==> config.mk <==
export PLATFORM = sky130hd
export DESIGN_NAME = onehot_enc_tree
export DESIGN_NICKNAME = d
export VERILOG_FILES = /design/src/rtl/onehot_enc_tree.sv
export SDC_FILE = /design/constraint.sdc
export NUM_CORES = 1
export LEC_CHECK = 0
export ABC_AREA = 1
export BUFFER_PORTS_ARGS = -buffer_cell sky130_fd_sc_hd__buf_2
export CORE_AREA = 2 2 39 41
export CTS_CLUSTER_SIZE = 10
export DETAILED_ROUTE_END_ITERATION = 10
export DIE_AREA = 0 0 41 43
export REMOVE_ABC_BUFFERS = 1
export SYNTH_ARGS = -nofsm -noshare
export SYNTH_HDL_FRONTEND = slang
export SYNTH_SLANG_ARGS = --single-unit
==> constraint.sdc <==
create_clock -name clk -period 0.8 [get_ports clk]
set_input_delay 0.12 -clock clk [delete_from_list [all_inputs] [get_ports clk]]
set_output_delay 0.12 -clock clk [all_outputs]
set_load 0.005 [all_outputs]
==> src/rtl/onehot_enc_tree.sv <==
// rtl/onehot_enc_tree.sv - registered one-hot to binary encoder built from SPLIT-input priority nodes
// Optional input register stage: define ONEHOT_ENC_TREE_IN_REG_EN (latency becomes 2).
module onehot_enc_tree #(
  parameter int WIDTH          = 16,
  parameter int SPLIT          = 4,
  parameter int IMPLEMENTATION = 0
) (
  input  logic                     clk,
  input  logic                     rst,
  input  logic [WIDTH-1:0]         dec_vld,
  output logic [$clog2(WIDTH)-1:0] enc_idx,
  output logic                     enc_vld
);

  localparam int WIDTH_LOG = $clog2(WIDTH);
  localparam int SPLIT_LOG = $clog2(SPLIT);
  localparam int LEVELS    = (WIDTH_LOG + SPLIT_LOG - 1) / SPLIT_LOG;
  localparam int IW        = SPLIT_LOG * LEVELS;
  localparam int PW        = 1 << IW;

  generate
    if (WIDTH < 2 || (WIDTH & (WIDTH - 1)) != 0) begin : g_bad_width
      $fatal(1, "onehot_enc_tree: WIDTH must be a power of two >= 2");
    end
    if (SPLIT < 2 || (SPLIT & (SPLIT - 1)) != 0) begin : g_bad_split
      $fatal(1, "onehot_enc_tree: SPLIT must be a power of two >= 2");
    end
    if (SPLIT > WIDTH) begin : g_bad_split_width
      $fatal(1, "onehot_enc_tree: SPLIT must not exceed WIDTH");
    end
    if (IMPLEMENTATION < 0 || IMPLEMENTATION > 4) begin : g_bad_impl
      $fatal(1, "onehot_enc_tree: IMPLEMENTATION must be 0..4");
    end
  endgenerate

  // Lowest set child wins in every style; an empty group encodes to 0.
  function automatic logic [SPLIT_LOG-1:0] node_enc(input logic [SPLIT-1:0] v);
    logic [SPLIT_LOG-1:0] r;
    logic [SPLIT-1:0]     therm;
    logic [SPLIT-1:0]     first;
    logic [SPLIT-1:0]     lm;
    logic                 found;
    r     = '0;
    therm = '0;
    first = '0;
    lm    = '0;
    found = 1'b0;
    case (IMPLEMENTATION)
      0: begin
        for (int i = 0; i < SPLIT; i++) begin
          if (!found && v[i]) begin
            r     = SPLIT_LOG'(i);
            found = 1'b1;
          end
        end
      end
      1: begin
        therm = v;
        for (int k = 1; k < SPLIT; k++) therm = therm | (therm << 1);
        first = therm & ~(therm << 1);
        for (int i = 0; i < SPLIT; i++) r = r | ({SPLIT_LOG{first[i]}} & SPLIT_LOG'(i));
      end
      2: begin
        for (int i = 0; i < SPLIT; i++) begin
          casez ({found, v[i]})
            2'b01: begin
              r     = SPLIT_LOG'(i);
              found = 1'b1;
            end
            default: ;
          endcase
        end
      end
      3: begin
        for (int b = 0; b < SPLIT_LOG; b++) begin
          lm = '0;
          for (int i = 0; i < SPLIT; i++) begin
            if (((i >> b) & 1) == 1) r[b] = r[b] | (v[i] & ~(|(v & lm)));
            lm[i] = 1'b1;
          end
        end
      end
      default: begin
        for (int i = SPLIT - 1; i >= 0; i--) begin
          if (v[i]) r = SPLIT_LOG'(i);
        end
      end
    endcase
    return r;
  endfunction

  logic [WIDTH-1:0]     w_enc_src;
  logic                 w_tree_vld;
  logic [WIDTH_LOG-1:0] w_tree_idx;

`ifdef ONEHOT_ENC_TREE_IN_REG_EN
  logic [WIDTH-1:0] r_dec_vld;

  always_ff @(posedge clk or posedge rst) begin
    if (rst) r_dec_vld <= '0;
    else     r_dec_vld <= dec_vld;
  end

  assign w_enc_src = r_dec_vld;
`else
  assign w_enc_src = dec_vld;
`endif

  // Input is zero-padded to SPLIT**LEVELS so missing top-level children read as empty.
  always_comb begin : p_tree
    logic [PW-1:0]        lv;
    logic [PW-1:0]        nv;
    logic [IW-1:0]        li [PW];
    logic [IW-1:0]        ni [PW];
    logic [SPLIT_LOG-1:0] c;
    lv = PW'(w_enc_src);
    nv = '0;
    li = '{default: '0};
    ni = '{default: '0};
    c  = '0;
    for (int lvl = 0; lvl < LEVELS; lvl++) begin
      nv = '0;
      ni = '{default: '0};
      for (int n = 0; n < PW / SPLIT; n++) begin
        if (n < (PW >> (SPLIT_LOG * (lvl + 1)))) begin
          c             = node_enc(lv[IW'(n * SPLIT) +: SPLIT]);
          nv[IW'(n)]    = |lv[IW'(n * SPLIT) +: SPLIT];
          ni[IW'(n)]    = li[IW'(n * SPLIT + int'(c))] | (IW'(c) << (SPLIT_LOG * lvl));
        end
      end
      lv = nv;
      li = ni;
    end
    w_tree_vld = lv[0];
    w_tree_idx = WIDTH_LOG'(li[0]);
  end

  logic                 r_enc_vld;
  logic [WIDTH_LOG-1:0] r_enc_idx;

  always_ff @(posedge clk or posedge rst) begin
    if (rst) begin
      r_enc_vld <= 1'b0;
      r_enc_idx <= '0;
    end else begin
      r_enc_vld <= w_tree_vld;
      r_enc_idx <= w_tree_idx;
    end
  end

  assign enc_vld = r_enc_vld;
  assign enc_idx = r_enc_idx;

endmodule

==> reports/results.tsv <==
stage	metric	value	unit
outcome	status	finished with violations	
outcome	failing checks	negative setup slack	
power_and_ir_drop	switching power	0.117	mW
power_and_ir_drop	clock power share	0.456	
finish	ant diodes	0	
critical_path	delay-heaviest family, CP	flip-flops	
sta	fin crit period	0.825	ns
power_and_ir_drop	Final Total Pwr	0.536	mW
floorplanning	die area	0.00176	mm2
sta	Setup violations, final	4	
route	first drt pass iteration count	1	
hold_path	hold path cells	4	
global_routing	pin count of the biggest net entering global routing	5	
floorplanning	Starting Density	0.153	
clocking	Bufs on Longest Clock Path	2	
route	DR vias/cell	3.38	
route	DR vias	203	
clocking	Post-CTS Setup Repair Bufs	0	
placed_design	# port buffers	13	
floorplanning	Die H	43	um
floorplanning	Core Box Area	0.00138	mm2
power_and_ir_drop	Pleak	0.192	nW
synthesis	sequential-to-total area share from yosys stat	0.473	
global_routing	initial antenna violation count	0	
route	Routed WL per cell	6.42	um
power_and_ir_drop	Logic pwr share	0.142	
synthesis	top post-synthesis cells by area	dfrtp_1, inv_1, nand2_1	
route	final wirelength	385	um
hold_path	Min-Delay Path Class	in2reg	
power_and_ir_drop	Peak VDD IR	0.336	mV
critical_path	Critical Path Source Type	flip-flop	
critical_path	Worst EP required	0.68	ns
critical_path	Worst EP arrival	0.70	ns
power_and_ir_drop	Flop pwr share	0.402	
synthesis	Yosys reg bits	4	
clocking	CTS tree	yes	
sta	period utilization	1.03	
flow_run	max cap viols	0	
clocking	clk sinks	4	
clocking	clk root buf	clkbuf_4	
placed_design	DP Worst Slack	0.0585	ns
synthesis	Synthesis Warnings	0	
critical_path	CP Max Fanout	1	
critical_path	CP Cell Sequence	buf_2	
critical_path	CP max stage delay	0.35	ns
power_and_ir_drop	PD cells	1670	mW/mm2
clocking	Resized Gates After CTS	0	
clocking	TritonCTS buffer count	3	
sta	hold_ws	0.147	ns
power_and_ir_drop	switching share of power	0.217	
global_routing	Tot GR Track Use	0.0613	
sta	Hold Vio Cnt, Final	0	
floorplanning	# IOs	23	
synthesis	Synth Area per Inst	7.55	um2
synthesis	Yosys cell types	11	
placed_design	dpl hpwl	325	um
synthesis	Synth top area share	0.473	
route	DRT antenna net count	0	
critical_path	CP max stage cell	dfrtp_1	
sta	RSZ-0062 raised after global routing	true	
critical_path	critical path depth in cells	1	
clocking	H-tree levels	1	
route	number of DRC markers in iteration 0	0	
power_and_ir_drop	internal power	0.419	mW
floorplanning	die width	41	um
global_routing	vias in the first global route	187	
finish	fin nets	64	
critical_path	Buf+Inv Stages, Crit Path	1	
global_routing	first-pass GRT wire length	655	um
global_routing	GRT Residual Overflow	0	
critical_path	Crit. End Element	output port	
finish	share of layout cells above drive strength 1	0.432	
synthesis	synthesized area	211	um2
route	DRC	0	
synthesis	Synth area leader	dfrtp_1	
placed_design	Final Wtd Congestion	0.705	
sta	Slew Limit Fails	0	
sta	Fmax achieved	1.21	GHz
finish	Area Growth Syn to Fin	52.1	%
critical_path	WS Path Type	reg2out	
clocking	clk slew on worst S/H paths	0.04	ns
synthesis	Syn Inst Count	28	
sta	final worst setup slack	-0.0247	ns
floorplanning	num rows	14	
==> power by group through the flow <==
stage	sequential (mW)	combinational (mW)	clock (mW)
2_1_floorplan	0.220	0.0311	0
3_3_place_gp	0.218	0.0717	0
3_5_place_dp	0.218	0.0733	0
4_1_cts	0.216	0.0771	0.256
5_1_grt	0.216	0.0898	0.273
6_report	0.216	0.0759	0.245
==> what timing repair did <==
action                                  in CTS  in global routing
hold endpoints to repair                     4                  0
hold buffers                                 1                  0
endpoints found under the setup margin       4                  4
==> cell usage in the layout (no fill, tap or decap) <==
master / Yosys / final
a21boi_0: 1 / 1
a21oi_1: 1 / 1
buf_2: 0 / 13
clkbuf_4: 0 / 3
conb_1: 2 / 2
dfrtp_1: 4 / 4
dlygate4sd3_1: 0 / 1
inv_1: 6 / 6
nand2_1: 6 / 6
nand3_1: 1 / 1
nor2_1: 2 / 2
nor2_2: 3 / 3
o21bai_1: 1 / 1
==> area by class of cell <==
type / instances / area, um2
fillers: 153 / 1060
flip-flops and latches: 4 / 100
multi-input cells: 17 / 81.3
repair buffers: 14 / 75.1
clock buffers: 3 / 22.5
inverters: 6 / 22.5
well taps: 16 / 20.0
==> cell usage after synthesis, drive strengths merged <==
cell,number
a21boi,1
a21oi,1
buf,1
conb,2
dfrtp,4
inv,6
nand2,6
nand3,1
nor2,5
o21bai,1
==> final timing paths <==
check | startpoint | to | slack, ns
min in group asynchronous | rst | enc_idx[0]$_DFF_PP0_ | 0.30
worst max-delay path | enc_idx[1]$_DFF_PP0_ | enc_idx[1] | -0.02
max in group asynchronous | rst | enc_idx[1]$_DFF_PP0_ | 0.35
worst min-delay path | dec_vld[4] | enc_idx[0]$_DFF_PP0_ | 0.15
==> per-layer routing <==
layer | GRT usage | part of all wire
met1 | 0.0645 | 0.46
met2 | 0.0719 | 0.45
met5 | 0 | 0
met3 | 0.0157 | 0.094
met4 | 0.100 | 0
==> kinds of logic (layout without fill, tap and decap cells) <==
logic type / Yosys count / count (layout) / share of synthesized area
AOI/OAI and AO/OA: 3 / 3 / 0.0947
other: 2 / 2 / 0.0355
and+or+nand+nor: 12 / 12 / 0.254
buffers and inverters: 7 / 23 / 0.142
DFF: 4 / 4 / 0.473
==> stage by stage <==
| stage | util | setup TNS, ns | cells | area [um2] |
|---|---|---|---|---|
| detailed placement | 0.209 | 0 | 56 | 289 |
| global placement | 0.209 | 0 | 56 | 289 |
| CTS | 0.232 | -0.108 | 60 | 322 |
| finish | 0.232 | -0.0644 | 60 | 322 |
| floorplan | - | 0 | 27 | 204 |
| global route | 0.232 | -0.184 | 60 | 322 |
==> sequential cells by signal (all words and copies together), names as in the netlist <==
name / count
enc_vld: 1
enc_idx: 3
Note: power is estimated with default switching activity, not from simulation.
